[config.mk]
export PLATFORM = sky130hd
export DESIGN_NAME = axis_to_fifo_writer
export DESIGN_NICKNAME = d
export VERILOG_FILES = /design/src/rtl/axis_to_fifo_writer.sv
export SDC_FILE = /design/constraint.sdc
export NUM_CORES = 2
export LEC_CHECK = 0
export CAP_MARGIN = 0
export CORE_AREA = 2 2 459 461
export CTS_CLUSTER_DIAMETER = 80
export DETAILED_ROUTE_END_ITERATION = 12
export DIE_AREA = 0 0 461 463
export SKIP_CTS_REPAIR_TIMING = 1
export SYNTH_ARGS = -nofsm -noshare
export SYNTH_HDL_FRONTEND = slang
export SYNTH_SLANG_ARGS = --single-unit
export TNS_END_PERCENT = 1
[constraint.sdc]
create_clock -name clock -period 46.8 [get_ports clock]
set_input_delay 9.36 -clock clock [delete_from_list [all_inputs] [get_ports clock]]
set_output_delay 9.36 -clock clock [all_outputs]
set_load 0.01 [all_outputs]
[src/rtl/axis_to_fifo_writer.sv]
// axis_to_fifo_writer
//
// AXI-Stream slave that moves beats into a synchronous FIFO write port.
// tready_out is registered from the occupancy of a 2-entry skid buffer, so
// fifo_almost_full never reaches tready_out combinationally. The buffer head
// is popped into a registered write port whenever fifo_almost_full is low.
// Frames longer than MAX_FRAME_WORDS are truncated: the last kept beat is
// written with tlast forced high and the rest of the frame is discarded.
//
// Build option: define AXIS_TO_FIFO_SIDEBAND_EN to store {tlast, tkeep, tdata}
// in the FIFO word. Without it only tdata is stored and tkeep_in is unused.
//
// Ports:
//   clock, reset          single clock, synchronous active-high reset
//   tvalid_in/tdata_in/tlast_in/tkeep_in   AXIS slave inputs
//   tready_out            registered AXIS ready
//   fifo_write_enable     registered FIFO write strobe
//   fifo_data_in          registered FIFO write data (FIFO_WIDTH bits)
//   fifo_almost_full      FIFO has >=2 free entries while low
//   fifo_full             FIFO full, used only for overflow detection
//   frame_count           complete frames written to the FIFO
//   drop_count            frames truncated for being oversize
//   overflow_error        sticky: a write was issued while fifo_full was high
//   state                 frame FSM state (debug)
//
// Handshake: a beat transfers on a rising edge where tvalid_in and tready_out
// are both high; the beat fields are don't-care on any other edge. The FIFO
// side has no ready: fifo_write_enable is a one-cycle strobe per word and the
// FIFO is trusted to accept it while fifo_almost_full was low.

module axis_to_fifo_writer #(
  parameter int DATA_SIZE       = 512,
  parameter int MAX_FRAME_WORDS = 64,
  parameter int COUNT_WIDTH     = 32,
`ifdef AXIS_TO_FIFO_SIDEBAND_EN
  localparam int FIFO_WIDTH     = DATA_SIZE + DATA_SIZE/8 + 1
`else
  localparam int FIFO_WIDTH     = DATA_SIZE
`endif
) (
  input  logic                     clock,
  input  logic                     reset,
  input  logic                     tvalid_in,
  input  logic [DATA_SIZE-1:0]     tdata_in,
  input  logic                     tlast_in,
  input  logic [DATA_SIZE/8-1:0]   tkeep_in,
  output logic                     tready_out,
  output logic                     fifo_write_enable,
  output logic [FIFO_WIDTH-1:0]    fifo_data_in,
  input  logic                     fifo_almost_full,
  input  logic                     fifo_full,
  output logic [COUNT_WIDTH-1:0]   frame_count,
  output logic [COUNT_WIDTH-1:0]   drop_count,
  output logic                     overflow_error,
  output logic [1:0]               state
);

  localparam int WC_WIDTH = $clog2(MAX_FRAME_WORDS + 1);
  localparam logic [WC_WIDTH-1:0] WC_ONE = WC_WIDTH'(1);
  localparam logic [WC_WIDTH-1:0] WC_MAX = WC_WIDTH'(MAX_FRAME_WORDS);

  localparam logic [1:0] ST_IDLE     = 2'd0;
  localparam logic [1:0] ST_IN_FRAME = 2'd1;
  localparam logic [1:0] ST_DROP     = 2'd2;

  logic [WC_WIDTH-1:0]   word_count;
  logic [WC_WIDTH-1:0]   beat_num;
  logic [1:0]            occ;
  logic [1:0]            occ_next;
  logic                  accept;
  logic                  push;
  logic                  pop;
  logic                  truncate;
  logic                  push_last;
  logic [FIFO_WIDTH-1:0] push_payload;
  // Bit FIFO_WIDTH marks the beat that completes a legal frame; frame_count
  // advances when that beat leaves the buffer.
  logic [FIFO_WIDTH:0]   new_entry;
  logic [FIFO_WIDTH:0]   entry [2];

  always_comb begin
    accept    = tvalid_in & tready_out;
    beat_num  = (state == ST_IDLE) ? WC_ONE : word_count + WC_ONE;
    truncate  = accept && (state == ST_IN_FRAME) && !tlast_in && (beat_num == WC_MAX);
    // Beats of a frame being dropped are acknowledged but never buffered.
    push      = accept && (state != ST_DROP);
    push_last = tlast_in | truncate;
    pop       = (occ != 2'd0) && !fifo_almost_full;
    occ_next  = occ + {1'b0, push} - {1'b0, pop};
  end

`ifdef AXIS_TO_FIFO_SIDEBAND_EN
  assign push_payload = {push_last, tkeep_in, tdata_in};
`else
  logic unused_sideband;
  assign push_payload    = tdata_in;
  assign unused_sideband = ^{tkeep_in, push_last};
`endif

  assign new_entry = {tlast_in, push_payload};

  // Skid buffer storage, entry[0] is the head. A push lands in the first
  // free slot after any simultaneous pop has shifted entry[1] forward.
  always_ff @(posedge clock) begin
    case ({push, pop})
      2'b10: begin
        if (occ == 2'd0) entry[0] <= new_entry;
        else             entry[1] <= new_entry;
      end
      2'b01: entry[0] <= entry[1];
      2'b11: begin
        if (occ == 2'd1) begin
          entry[0] <= new_entry;
        end else begin
          entry[0] <= entry[1];
          entry[1] <= new_entry;
        end
      end
      default: ;
    endcase
  end

  always_ff @(posedge clock) begin
    if (reset) begin
      tready_out        <= 1'b0;
      fifo_write_enable <= 1'b0;
      fifo_data_in      <= '0;
      frame_count       <= '0;
      drop_count        <= '0;
      overflow_error    <= 1'b0;
      occ               <= 2'd0;
      word_count        <= '0;
      state             <= ST_IDLE;
    end else begin
      occ        <= occ_next;
      tready_out <= (occ_next < 2'd2);

      if (pop) begin
        fifo_write_enable <= 1'b1;
        fifo_data_in      <= entry[0][FIFO_WIDTH-1:0];
        if (entry[0][FIFO_WIDTH]) frame_count <= frame_count + COUNT_WIDTH'(1);
      end else begin
        fifo_write_enable <= 1'b0;
      end

      if (fifo_write_enable && fifo_full) overflow_error <= 1'b1;

      if (accept) begin
        case (state)
          ST_IDLE: begin
            if (tlast_in) begin
              word_count <= '0;
            end else begin
              word_count <= WC_ONE;
              state      <= ST_IN_FRAME;
            end
          end
          ST_IN_FRAME: begin
            if (tlast_in) begin
              word_count <= '0;
              state      <= ST_IDLE;
            end else if (truncate) begin
              word_count <= beat_num;
              drop_count <= drop_count + COUNT_WIDTH'(1);
              state      <= ST_DROP;
            end else begin
              word_count <= beat_num;
            end
          end
          ST_DROP: begin
            if (tlast_in) begin
              word_count <= '0;
              state      <= ST_IDLE;
            end
          end
          default: begin
            word_count <= '0;
            state      <= ST_IDLE;
          end
        endcase
      end
    end
  end

endmodule

## Word level (Yosys, flattened, before mapping)

Memory sizes are Yosys's and may differ from the RTL's.
Cells that the tools add are included.

| word-level totals | value |
|---|---|
| input bits | 582 |
| output and inout bits | 581 |
| word-level logic and storage cells | 77 |
| memory bits (writable) | 1026 |
| memories | 1 |
| bits in registers | 590 |

Memory list:

| memory | depth | width | read ports | clocked after memory_dff | write ports | line | RTL |
|---|---|---|---|---|---|---|---|
| entry | 2 | 513 | 2 | 0 | 2 | 79 | `logic [FIFO_WIDTH:0] entry [2];` |

| operators by class | value |
|---|---|
| order comparisons | 1 |
| reduce and logical (&&, ||, !) cells | 15 |
| bitwise logic cells | 6 |
| multiplexer cells | 29 |
| eq/ne operators | 11 |
| add/sub/neg operators | 5 |

Operators with widths:

| operator | count |
|---|---|
| $mux W513 | 4 |
| $add A32 B1 Y32 const B | 2 |
| $mux W7 | 3 |
| $pmux W7 S3 | 1 |
| $mux W1 | 16 |
| $mux W2 | 4 |
| $reduce_and A4 Y1 | 2 |
| $add A7 B1 Y7 const B | 1 |
| $eq A7 B7 Y1 const B | 1 |
| $eq A2 B1 Y1 const B | 3 |
| $eq A2 B2 Y1 const B | 3 |
| $logic_and A1 B1 Y1 | 6 |
| $ne A2 B2 Y1 const B | 3 |
| $pmux W2 S3 | 1 |
| $logic_not A2 Y1 | 2 |
| $or A1 B1 Y1 | 4 |
| $reduce_and A2 Y1 | 2 |
| $ne A3 B3 Y1 const B | 1 |
| $add A2 B1 Y2 | 1 |
| $logic_not A1 Y1 | 2 |
| $lt A2 B2 Y1 const B | 1 |
| $reduce_bool A2 Y1 | 1 |
| $sub A2 B1 Y2 | 1 |
| $and A1 B1 Y1 | 1 |
| $not A1 Y1 | 1 |

## Logic depth before layout (Yosys ltp)

| depth | value |
|---|---|
| depth in word-level cells | 8 |
| depth in mapped cells | 11 |
| mapped depth without buffers | 9 |

## Worst setup path before layout

Ideal clock, no wire load.

| timing path | value |
|---|---|
| kind | input to register |
| start point | in tvalid_in |
| end point | mem entry[0][0] in the netlist's numbering, enable pin |
| path slack | -2.131 ns |
| stages | 3 |
| buffers on the path | 0 |
| setup time | 2.138 ns |
| required time | 44.662 ns |
| arrival time | 46.793 ns |
| cells stage by stage | nand2_1 -> a21o_1 -> o31ai_1 |

RTL lines:

| element | line | RTL |
|---|---|---|
| start: declaration | 43 | `input logic tvalid_in,` |
| end: declaration | 79 |  |

==> flow_summary.ini <==
[run_status]
outcome = finished, final reports clean

[floorplanning]
die_y_um = 463
initial_core_util_pct = 27.9
dieWidth_um = 461
die_area_um2 = 213000
placementRows = 168
core_area_um2 = 209000
pin_count = 1163

[drt]
drtIter0Drc = 2564
drt-pass1-iter-count = 5
drc = 0
via_per_inst = 4.52
drt-total-wl_mm = 178
dr_total_vias = 37700
final_antenna_net_count = 0
wl_per_cell_um = 21.3

[worst_setup_path]
end_kind = flop
crit_slowest_cell = buf_4
crit_chain = clkdlybuf4s50_1, o21bai_4, inv_8, ha_1, nor2b_1, o21bai_4, buf_4, buf_12, buf_4, mux2_2
path_max_fanout = 132
crit_family = buffers and inverters
regToRegStartpoint = occ[1]
cp.required_ns = 47.37
r2r_slack_ns = 41.53
max_stage_delay_ns = 0.84
critPathLaunchType = primary input
criticalPathCategory = primary input to flop
rr_worst_depth = 9
arrival_ns = 14.43
rr_endpoint = entry[0][243]
crit_buf_inv = 5

[sta]
finalSetupViolCount = 0
finalMaxSlewViolations = 0
slew_headroom_pct = 21.3
setup_slack_ns = 32.93
tns_ns = 0
tightest_slew_ns = 1.18
min_period_over_period_pct = 29.6
finClkSkew_ns = 0.0719
fmax_mhz = 72.1
rsz0062_at_grt = false
min_period_ns = 13.87
final_hold_viol_count = 0

[final_layout]
seq_area_um2 = 42600
drive_gt1_share_pct = 15.1
multi_input_area_um2 = 14400
area_delta_synth_final_pct = 34.5
finalInstanceArea_um2 = 78100
final_cells = 8343
nNetsFinal = 5947
fillers = 20000

[synthesis]
synth_enable_flop_cells = 1026
synth_top_area_share_pct = 53.0
netlist_top_cells_area = edfxtp_1 (53%), dfxtp_1 (20%), mux2_2 (10%), nand2_1 (6.8%), a21oi_1 (4.8%)
syn_nets = 4877
avgSynthCellArea_um2 = 13.5
synth-main-ff-cell = edfxtp_1
yosys_warnings = 0
netlist_instances = 4288
ys_ff_latch = 1616
async_flop_share_pct = 0
yosysTopAreaCell = edfxtp_1
synth_most_common_cell = nand2_1
yosys-top-cells-count = nand2_1 (1055), edfxtp_1 (1026), dfxtp_1 (590)
ys_seq_area_share_pct = 73.4
synth.distinct_cells = 52
synthesis.area_um2 = 58100

[placed_design]
placed_cells = 7979
portBuffers = 1098
pre_cts_ws_ns = 31.79
dpl.hpwl_mm = 116
gp_congestion = 0.823
placed_cell_area_um2 = 72000

[power]
powerDensity_nw_per_um2 = 54.5
ir_drop_mv = 0.0366
power_leakage_uw = 0.0255
finalPower_uw = 4260

[clocking]
cts.clk_slew.worst_paths_ns = 0.06
cts_max_path_buffers = 3
cts_tree = yes
numCtsBuffers = 182
ctsRootBufferMaster = clkbuf_16
cts.sinks = 1616
htree_levels = 4
insertion_delay_ns = 0.86

[global_route]
grt_max_degree = 168
grt_usage_pct = 16.1
gr-total-overflow = 0
antenna_found_initial = 74
grt_pass1_wl_mm = 257
grt_pass1_vias = 37500

[min_path]
hold_path_depth = 2
whs_endpoint = fifo_data_in[474]
hold_start = fifo_data_in[474]
hold_path.class = flop to flop

[run]
drv_cap = 0
## worst max path at each step
stage | end | start | slack, ns | depth (start not counted)
6_report | entry[0][243] | fifo_almost_full | 32.93 | 10
5_1_grt | entry[0][313] | fifo_almost_full | 32.54 | 10
4_1_cts | entry[0][313] | fifo_almost_full | 32.70 | 10
3_5_place_dp | entry[0][287] | fifo_almost_full | 31.79 | 10
3_3_place_gp | entry[0][283] | fifo_almost_full | 31.84 | 10
2_1_floorplan | entry[0][0] | tvalid_in | 14.04 | 3
## routing by layer
metal	share of wire, %	global-route usage [%]	vias to the layer above
met1	39	18.7	18700
met3	11	7.77	327
met2	47	25.9	1148
met5	0.28	0	-
li1	-	-	17500
met4	2.7	5.09	74
## area by class of cell
cell class | count | area share (%)
flip-flops and latches | 1616 | 54.6
diodes | 22 | 0.0705
well taps | 2805 | 4.49
inverters | 16 | 0.0865
clock inverters | 86 | 1.27
clock buffers | 256 | 6.50
multi-input cells | 2405 | 18.5
repair buffers | 1137 | 14.5
## placed cells by master (no fill, tap or decap), types with 5 or more instances in the layout
cell | Yosys | final
a21oi_1 | 556 | 556
and3_1 | 6 | 6
and4_1 | 5 | 5
buf_12 | 0 | 6
buf_4 | 0 | 33
bufinv_16 | 0 | 12
clkbuf_1 | 186 | 53
clkbuf_16 | 0 | 185
clkbuf_8 | 0 | 18
clkdlybuf4s50_1 | 0 | 1097
clkinv_1 | 0 | 24
clkinv_16 | 0 | 5
clkinv_2 | 0 | 20
clkinvlp_4 | 0 | 5
dfxtp_1 | 590 | 590
diode_2 | 0 | 22
edfxtp_1 | 1026 | 1026
ha_1 | 7 | 7
inv_1 | 15 | 15
inv_6 | 0 | 6
mux2_2 | 514 | 514
nand2_1 | 1055 | 1055
nand2b_1 | 7 | 7
nand3_1 | 28 | 28
nand4_1 | 20 | 20
nor2_1 | 50 | 50
nor3_1 | 10 | 10
nor4_1 | 11 | 11
o21ai_0 | 21 | 21
o31ai_1 | 18 | 17
or3_1 | 15 | 15
or4_1 | 17 | 17
xnor2_1 | 21 | 21
xor2_1 | 8 | 8
## through the flow
| stage | hold WS (ns) | util, % |
|---|---|---|
| detailed placement | 0.446 | 34.5 |
| global placement | 0.441 | 34.5 |
| finish | 0.451 | 37.5 |
| global route | 0.468 | 37.4 |
| floorplan | 0.471 | - |
| CTS | 0.454 | 37.4 |
## state kept, by name, summed over array words and instances, names as in the netlist
signal             count
drop_count            32
entry               1026
fifo_data_in         512
fifo_write_enable      1
frame_count           32
occ                    2
overflow_error         1
state                  2
tready_out             1
word_count             7
## power by group
part	total, µW	switching (µW)	internal, µW
clock	1440	612	832
sequential	2010	113	1890
combinational	810	462	348
total	4260	1190	3070
## cell families after synthesis
family	Yosys count	synth area share, %
mux	516	10.0
simple gates	1243	8.71
buf+inv	267	1.86
compound gates	610	5.45
xor+xnor	29	0.437
fa+ha+maj	7	0.151
flops	1616	73.4
## worst min-delay path: stages (launching register included)
cell and delay [ns]:
dfxtp_1 0.31, nand2_1 0.05, a21oi_1 0.05
No activity file was read; power rests on OpenSTA's default activity.
